### src/rtl/cache_fill_arbiter.sv
// Block-fill miss engine: arbitrates NUM_CH cache fill requests onto one
// pipelined main memory, issues BLOCK_WORDS word reads per miss and streams
// returned words back into the granted cache's data array.
module cache_fill_arbiter #(
  parameter int DATA_W      = 16,
  parameter int ADDR_W      = 16,
  parameter int BLOCK_WORDS = 8,
  parameter int NUM_CH      = 2,
  parameter int ARB_MODE    = 0,
  localparam int CH_W       = $clog2(NUM_CH),
  localparam int IDX_W      = $clog2(BLOCK_WORDS)
) (
  input  logic                     clk,
  input  logic                     rst,
  input  logic [NUM_CH-1:0]        miss_req,
  input  logic [NUM_CH*ADDR_W-1:0] miss_addr,
  output logic                     mem_rd,
  output logic [ADDR_W-1:0]        mem_addr,
  input  logic [DATA_W-1:0]        mem_data,
  input  logic                     mem_valid,
  output logic                     fill_we,
  output logic [CH_W-1:0]          fill_ch,
  output logic [IDX_W-1:0]         fill_idx,
  output logic [DATA_W-1:0]        fill_data,
  output logic [NUM_CH-1:0]        fill_done,
  output logic                     busy
);

  localparam int BYTES = DATA_W / 8;
  localparam int OFF   = $clog2(BLOCK_WORDS * BYTES);
  localparam logic [ADDR_W-1:0] ALIGN = {ADDR_W{1'b1}} << OFF;

  typedef enum logic [1:0] {IDLE, FILL, DONE} state_t;

  state_t              state;
  logic [CH_W-1:0]     grant_ch;
  logic [CH_W-1:0]     ptr;
  logic [CH_W-1:0]     pick;
  logic                pick_vld;
  logic [ADDR_W-1:0]   req_addr;
  // Counts reads already committed to the mem_rd register, so it runs one
  // ahead of the read actually on the bus.
  logic [IDX_W:0]      issue_cnt;
  logic [IDX_W-1:0]    ret_cnt;

  // Arbiter: cyclic search from ptr (round-robin) or from 0 (fixed priority).
  always_comb begin
    int j;
    pick     = '0;
    pick_vld = 1'b0;
    j        = 0;
    for (int k = 0; k < NUM_CH; k++) begin
      j = ((ARB_MODE == 1) ? int'(ptr) : 0) + k;
      if (j >= NUM_CH) j = j - NUM_CH;
      if (!pick_vld && miss_req[j]) begin
        pick     = CH_W'(j);
        pick_vld = 1'b1;
      end
    end
  end

  assign req_addr = miss_addr[int'(pick)*ADDR_W +: ADDR_W];

  // Fill stream is a straight pass-through of the memory return while filling.
  assign fill_we   = (state == FILL) && mem_valid;
  assign fill_ch   = fill_we ? grant_ch : '0;
  assign fill_idx  = fill_we ? ret_cnt  : '0;
  assign fill_data = fill_we ? mem_data : '0;

  // Main FSM: grant, issue reads, count returns, pulse fill_done.
  always_ff @(posedge clk) begin
    if (rst) begin
      state     <= IDLE;
      grant_ch  <= '0;
      ptr       <= '0;
      issue_cnt <= '0;
      ret_cnt   <= '0;
      mem_rd    <= 1'b0;
      mem_addr  <= '0;
      fill_done <= '0;
      busy      <= 1'b0;
    end else begin
      case (state)
        IDLE: begin
          if (pick_vld) begin
            state     <= FILL;
            grant_ch  <= pick;
            busy      <= 1'b1;
            ret_cnt   <= '0;
            issue_cnt <= (IDX_W+1)'(1);
            mem_rd    <= 1'b1;
            mem_addr  <= req_addr & ALIGN;
            if (ARB_MODE == 1)
              ptr <= (pick == CH_W'(NUM_CH-1)) ? '0 : pick + 1'b1;
          end
        end
        FILL: begin
          if (issue_cnt < (IDX_W+1)'(BLOCK_WORDS)) begin
            mem_rd    <= 1'b1;
            mem_addr  <= mem_addr + ADDR_W'(BYTES);
            issue_cnt <= issue_cnt + 1'b1;
          end else begin
            mem_rd <= 1'b0;
          end
          if (mem_valid) begin
            ret_cnt <= ret_cnt + 1'b1;
            if (ret_cnt == IDX_W'(BLOCK_WORDS-1)) begin
              state     <= DONE;
              fill_done <= NUM_CH'(1) << grant_ch;
            end
          end
        end
        DONE: begin
          state     <= IDLE;
          mem_rd    <= 1'b0;
          fill_done <= '0;
          busy      <= 1'b0;
        end
        default: state <= IDLE;
      endcase
    end
  end

endmodule

### config.mk
export PLATFORM = sky130hd
export DESIGN_NAME = cache_fill_arbiter
export DESIGN_NICKNAME = d
export VERILOG_FILES = /design/src/rtl/cache_fill_arbiter.sv
export SDC_FILE = /design/constraint.sdc
export NUM_CORES = 1
export LEC_CHECK = 0
export BUFFER_PORTS_ARGS = -buffer_cell sky130_fd_sc_hd__buf_2
export CAP_MARGIN = 30
export CORE_MARGIN = 3
export CORE_UTILIZATION = 42
export DETAILED_ROUTE_END_ITERATION = 8
export GPL_TIMING_DRIVEN = 0
export PLACE_DENSITY = 0.75
export SLEW_MARGIN = 10
export SYNTH_ARGS = -nofsm -noshare
export SYNTH_HDL_FRONTEND = slang
export SYNTH_SLANG_ARGS = --single-unit
### constraint.sdc
create_clock -name clk -period 1.6 [get_ports clk]
set_clock_uncertainty 0.15 [all_clocks]
set_input_delay 0.32 -clock clk [delete_from_list [all_inputs] [get_ports clk]]
set_output_delay 0.32 -clock clk [all_outputs]
set_load 0.01 [all_outputs]
* Word level (Yosys, flattened, before mapping)
Cells that the tools add are included.
** Storage, ports and cells
- Register bits after elaboration :: 30
- Bits in latches :: 0
- Memory bits (writable) :: 0
- Memory bits (read-only) :: 0
- Output and inout port bits :: 41
- Word-level logic and storage cells :: 62
- Memories :: 0
** Cells by class
- $add $sub $neg :: 3
- Multiply operators :: 0
- Divide/modulo/power cells :: 0
- Magnitude comparators :: 1
- Equality and inequality tests :: 7
- Shift operators :: 2
- Multiplexer cells :: 26
- Bitwise gates (word level) :: 0
- Reductions and logical operators :: 15
** Operators by type and width (count)
- 16-bit 2-to-1 mux :: 3
- 16-bit case mux with 2 select lines :: 1
- 32-bit by 6-bit variable part select with 16-bit output :: 1
- 16-bit by 2-bit adder with 16-bit output (second input constant) :: 1
- 3-bit AND reduction :: 4
- 2-bit 2-to-1 mux :: 5
- 3-bit 2-to-1 mux :: 3
- 4-bit 2-to-1 mux :: 2
- 2-bit case mux with 2 select lines :: 2
- 4-bit case mux with 2 select lines :: 1
- 1-bit 2-to-1 mux :: 6
- 3-bit case mux with 2 select lines :: 1
- 2-bit AND reduction :: 3
- 2-bit nonzero test :: 3
- 4-bit by 1-bit adder with 4-bit output (second input constant) :: 1
- 4-bit less-than comparator (second input constant) :: 1
- 2-bit by 1-bit inequality test with 1-bit output (second input constant) :: 2
- 2-bit inequality test (second input constant) :: 2
- 3-bit by 1-bit adder with 3-bit output (second input constant) :: 1
- 3-bit equality test (second input constant) :: 1
- 1-bit case mux with 3 select lines :: 1
- 3-bit nonzero test :: 1
- 2-bit by 1-bit equality test with 1-bit output (second input constant) :: 1
- 2-bit equality test (second input constant) :: 1
- 5 further kinds :: 6

* Longest topological paths before layout
- Depth in word-level cells :: 7
- Gate-level depth with buffers :: 7
- Depth with buffers taken out :: 6

* Worst setup path after synthesis
Ideal clock, no wire load.
- Kind :: reg-to-reg
- Start point :: register mem_addr[1]
- End point :: register mem_addr[15]
- Library setup time :: 0.114 ns
- Arrival :: 1.419 ns
- Required time :: 1.336 ns
- Path slack :: -0.084 ns
- Cell stages (with the launch flop) :: 7
- Buffers on the path :: 0
- Cell sequence :: dfxtp_1 ha_1 nand3_1 nand2b_4 or3_4 a21oi_2 nor3_2
** On the way
- Word-level cells in the longest chain between the ends :: 3
** RTL lines
- from (decl) :: line 18 : output logic [ADDR_W-1:0] mem_addr,
- from (signal assigned) :: line 92 : mem_addr <= req_addr & ALIGN;
- from (signal assigned) :: line 100 : mem_addr <= mem_addr + ADDR_W'(BYTES);
- 16-bit by 2-bit adder with 16-bit output :: line 100
- 16-bit 2-to-1 mux :: line 98 : if (issue_cnt < (IDX_W+1)'(BLOCK_WORDS)) begin
- 16-bit case mux with 2 select lines :: line 83 : case (state)
No other way between the ends. The select of a mux whose other input is x is not followed.
A chain may end at the register's enable or synchronous reset.

* Worst setup path after layout
- Start point :: register state[0]
- End point :: output port fill_idx[0]
** On the way
- Word-level cells in the longest chain between the ends :: 3
** RTL lines
- from (decl) :: line 35 : state_t state;
- from (signal assigned) :: line 73 : state <= IDLE;
- from (signal assigned) :: line 86 : state <= FILL;
- from (signal assigned) :: line 108 : state <= DONE;
- 2-bit by 1-bit equality test with 1-bit output :: line 65 : assign fill_we = (state == FILL) && mem_valid;
- 1-bit logical AND :: line 65
- 3-bit 2-to-1 mux :: line 67 : assign fill_idx = fill_we ? ret_cnt : '0;
- to (decl) :: line 23 : output logic [IDX_W-1:0] fill_idx,
No other way between the ends.

==> results <==
- The flow ran to the end, but the final reports show violations.
- The final reports fail on negative setup slack.
- Counting instances, the worst hold path has a depth of 2.
- The Yosys warning count is 0.
- The average routed wire per standard cell is 17.10 um.
- Summed over all cells, the static leakage comes to 1.413 nW.
- The via count of the first global-routing pass is 2109.
- At the end of routability-driven placement, the weighted congestion stood at 0.7649.
- After synthesis the cells add up to 0.001922 mm^2.
- The required time of the worst setup path is 1.13 ns.
- The number of buffers added to fix hold violations after cts is 0.
- Clock-pin slew was measured on the worst setup and hold paths at 0.07 ns.
- The min-delay analysis places its worst path in the category in -> reg.
- The total negative setup slack is -4.690 ns.
- The register area share after synthesis is 30.21%.
- The final design utilization is 73.02%.
- The number of filler cells placed in the layout is 291.
- The critical path is of the reg -> out type.
- The area growth from synthesis to layout is 59.64%.
- The floorplan step defined a die boundary enclosing 0.005424 mm^2.
- The initial utilization of the core area, before any placement, comes to 45.74%.
- Synthesis inferred 29 register bits.
- The initialized floorplan defines 23 standard-cell rows.
- The most critical setup path has its startpoint at state[0]$_SDFFE_PP0P_.
- The startpoint identified for the worst hold timing path is miss_req[0].
- The worst setup path is captured at a primary output.
- The initial antenna violation count is 0.
- Leaving out fill and tap cells, the most frequent cell in the layout is buf_2.
- The total of max-cap violations is 0.
- Data arrives at the worst endpoint at 1.36 ns.
- Power spread over the standard cell area amounts to 712.6 mW/mm^2.
- The ratio of final minimum period to clock period is 114.1%.
- The number of clock sinks is 29.
- Counting every net in the synthesized netlist gives 288.
- The number of failing hold endpoints at the final stage is 0.
- Setup repair after global routing could not meet its margin everywhere.
- Global routing used 23.11% of the available tracks across all layers.
- The number of clock buffers added by TritonCTS is 5.
- The area of combinational cells with multiple inputs is 0.001414 mm^2.
- The relative slew slack is 62.71%.
- The repair_antennas step left the layout with diodes totalling 0.
- The achievable clock frequency is 0.5478 GHz.
- The clock tree from TritonCTS is yes.
- Once detail routing completed, the nets flagged for antenna violations numbered 0.
- Of the cells placed in the final design, the portion with a size suffix greater than 1 is 57.48%.
- The total count of max-transition violations in the final report came to 0.
- The number of setup violations in the final report is 31.
- The number of flops mapped to enable cells by yosys is 0.
- The worst register-to-register path has a depth of 10.
- The violation count after the first detailed-routing iteration is 163.
- The die width is 73.65 um.
- The total overflow left after global routing is 0.
- The quantity of I/O buffers inserted on ports is 84.
- The vertical extent of the die is 73.65 um.
- The routed layout has 2236 vias.
- The maximum ir drop on the vdd rail is 0.4864 mV.
- The area taken by flip-flops and latches is 598.1 um^2.
- Once routing completed, OpenROAD measured the worst setup slack at -0.2256 ns.
- The time the worst path needs with I/O delays and setup is 1.826 ns.
- After detailed placement, the design holds a cell count of 364.
- The largest fanout of any net on the critical path is 6.
- Dividing the detail-routed via count by the number of cells gives 5.719.
- Counting every instance in the synthesized netlist gives 230.
- A synthesized cell averages 8.356 um^2.
- The total area inside the core boundary comes to 0.004202 mm^2.
- The count of non-filler cells in the finished layout is 391.
- The transition time at the pin with the least slew margin is 0.5593 ns.
- At the end of the flow, the number of nets in the layout was 398.
- The clock tree synthesis step divided the H-tree into 2 levels.
- The nature of the critical path startpoint is a register.
- Entering global routing, the biggest net connects 11 pins.
- The number of top-level pins is 94.
- In the synthesized netlist the dominant register cell turns out to be dfxtp_1.
- The global-route wire length before repair is 9742 um.
- The clock root buffer is clkbuf_8.
- In the routed design, unresolved DRC markers number 0.
- The number of search-and-repair iterations in the first detailed-routing pass is 4.
- For the worst-skew pair, the clock arrives at the later sink with an insertion delay of 0.29 ns.
- The number of buffers between clock root and the deepest sink is 2.
- The total detailed-routing wirelength is 6686 um.
- The synthesized netlist contains 47 unique library cells.
- The library cells used most frequently in the layout, excluding fill and tap cells, are buf_2 (68), buf_6 (24), nor2_1 (23).
- The share of flip-flops with an asynchronous set or reset after synthesis is 0%.
- The wire-length estimate of the detail-placed layout is 4093 um.
- The startpoint identified for the worst register-to-register timing path is state[0]$_SDFFE_PP0P_.
[critical path: stages (launching register included)]
cell	delay, ns
dfxtp_2	0.36
nor2b_4	0.16
buf_8	0.14
buf_8	0.11
and3_4	0.19
buf_6	0.10
[report_power, final]
group,leakage (nW),total (mW),switching (mW),internal (mW)
combinational,1.11,0.559,0.275,0.284
clock,0.0574,0.818,0.312,0.506
sequential,0.241,0.810,0.0504,0.759
total,1.41,2.19,0.638,1.55
[through the flow]
step	setup WS, ns	area (um^2)	total power, mW	hold slack (ns)
2_1_floorplan	0.01056	1926	1.071	0.2430
3_3_place_gp	-0.1800	2409	1.220	0.3108
3_5_place_dp	-0.1841	2409	1.230	0.3195
4_1_cts	-0.2090	2836	2.106	0.1427
5_1_grt	-0.2475	3068	2.273	0.1421
6_report	-0.2256	3068	2.186	0.1481
[flip-flops by register name, indices dropped and copies added (netlist names)]
signal / cells
grant_ch: 1
issue_cnt: 4
state: 2
fill_done: 2
ret_cnt: 3
mem_addr: 15
busy: 1
mem_rd: 1
[synthesized netlist by cell type (2+ instances only)]
library cell  instances  share of area, %
nand3_1              11               2.9
a22oi_1               2              0.78
o211a_1               2               1.0
inv_1                 2              0.39
xor2_1                3               1.4
nand2_1              16               3.1
o21ai_0               4               1.0
and4_4                2               1.2
nand4b_1              2              0.91
a21o_1                2              0.78
a31oi_1               2              0.65
clkbuf_8              4               2.9
buf_6                 3               1.8
o21ai_1               2              0.52
mux2i_1              14               7.3
dfxtp_1              29                30
nor3_2                6               3.1
buf_2                 3              0.78
nand4_1               2              0.65
nor2_1               26               5.1
o2bb2ai_1             2              0.91
ha_1                  5               3.3
a21oi_2               5               2.3
o22ai_1               6               2.0
and3_1               21               6.8
a211oi_2              3               2.0
nor2b_1               2              0.65
a21oi_1              23               6.0
clkbuf_1              5              0.98
nor3_1                4               1.0
[per-layer routing]
layer | vias up | wire (um) | share of wire, % | GRT usage [%]
li1 | 1061 | - | - | -
met1 | 1068 | 2644 | 40 | 28.31
met2 | 91 | 3501 | 52 | 38.98
met3 | 16 | 403 | 6.0 | 5.062
met4 | 0 | 136 | 2.0 | 9.256
met5 | - | 0 | 0 | 0
[worst paths after layout]
path              slack (ns)                   endpoint
setup / recovery       -0.23                fill_idx[0]
hold / removal          0.15      grant_ch$_SDFFE_PP0P_
setup reg to reg       -0.11  mem_addr[15]$_SDFFE_PP0P_
hold reg to reg         0.32  fill_done[1]$_SDFFE_PP0P_
[layout make-up]
type | instances | share of cell area, %
multi-input combinational | 183 | 46.08
timing repair buffer | 103 | 22.80
sequential | 29 | 19.49
buffer | 16 | 5.424
clock buffer | 6 | 2.692
tap | 50 | 2.039
clock inverter | 2 | 1.223
inverter | 2 | 0.2447
[timing repair]
item,4_1_cts,5_1_grt
gates resized for setup,44,54
setup buffers,12,4
pin swaps,17,14
setup endpoints to repair,37,40
cloned,2,1
[kinds of logic (layout without fill, tap and decap cells)]
group | Yosys count | count (layout) | synth area share (%)
other cells | 1 | 1 | 0.1951
simple gates | 100 | 100 | 28.97
fa+ha+maj | 5 | 5 | 3.255
xor+xnor | 4 | 4 | 1.823
flops | 29 | 29 | 30.21
compound gates | 59 | 59 | 21.09
mux | 14 | 14 | 7.291
buf+inv | 18 | 129 | 7.161
(Power assumes the default switching activity.)
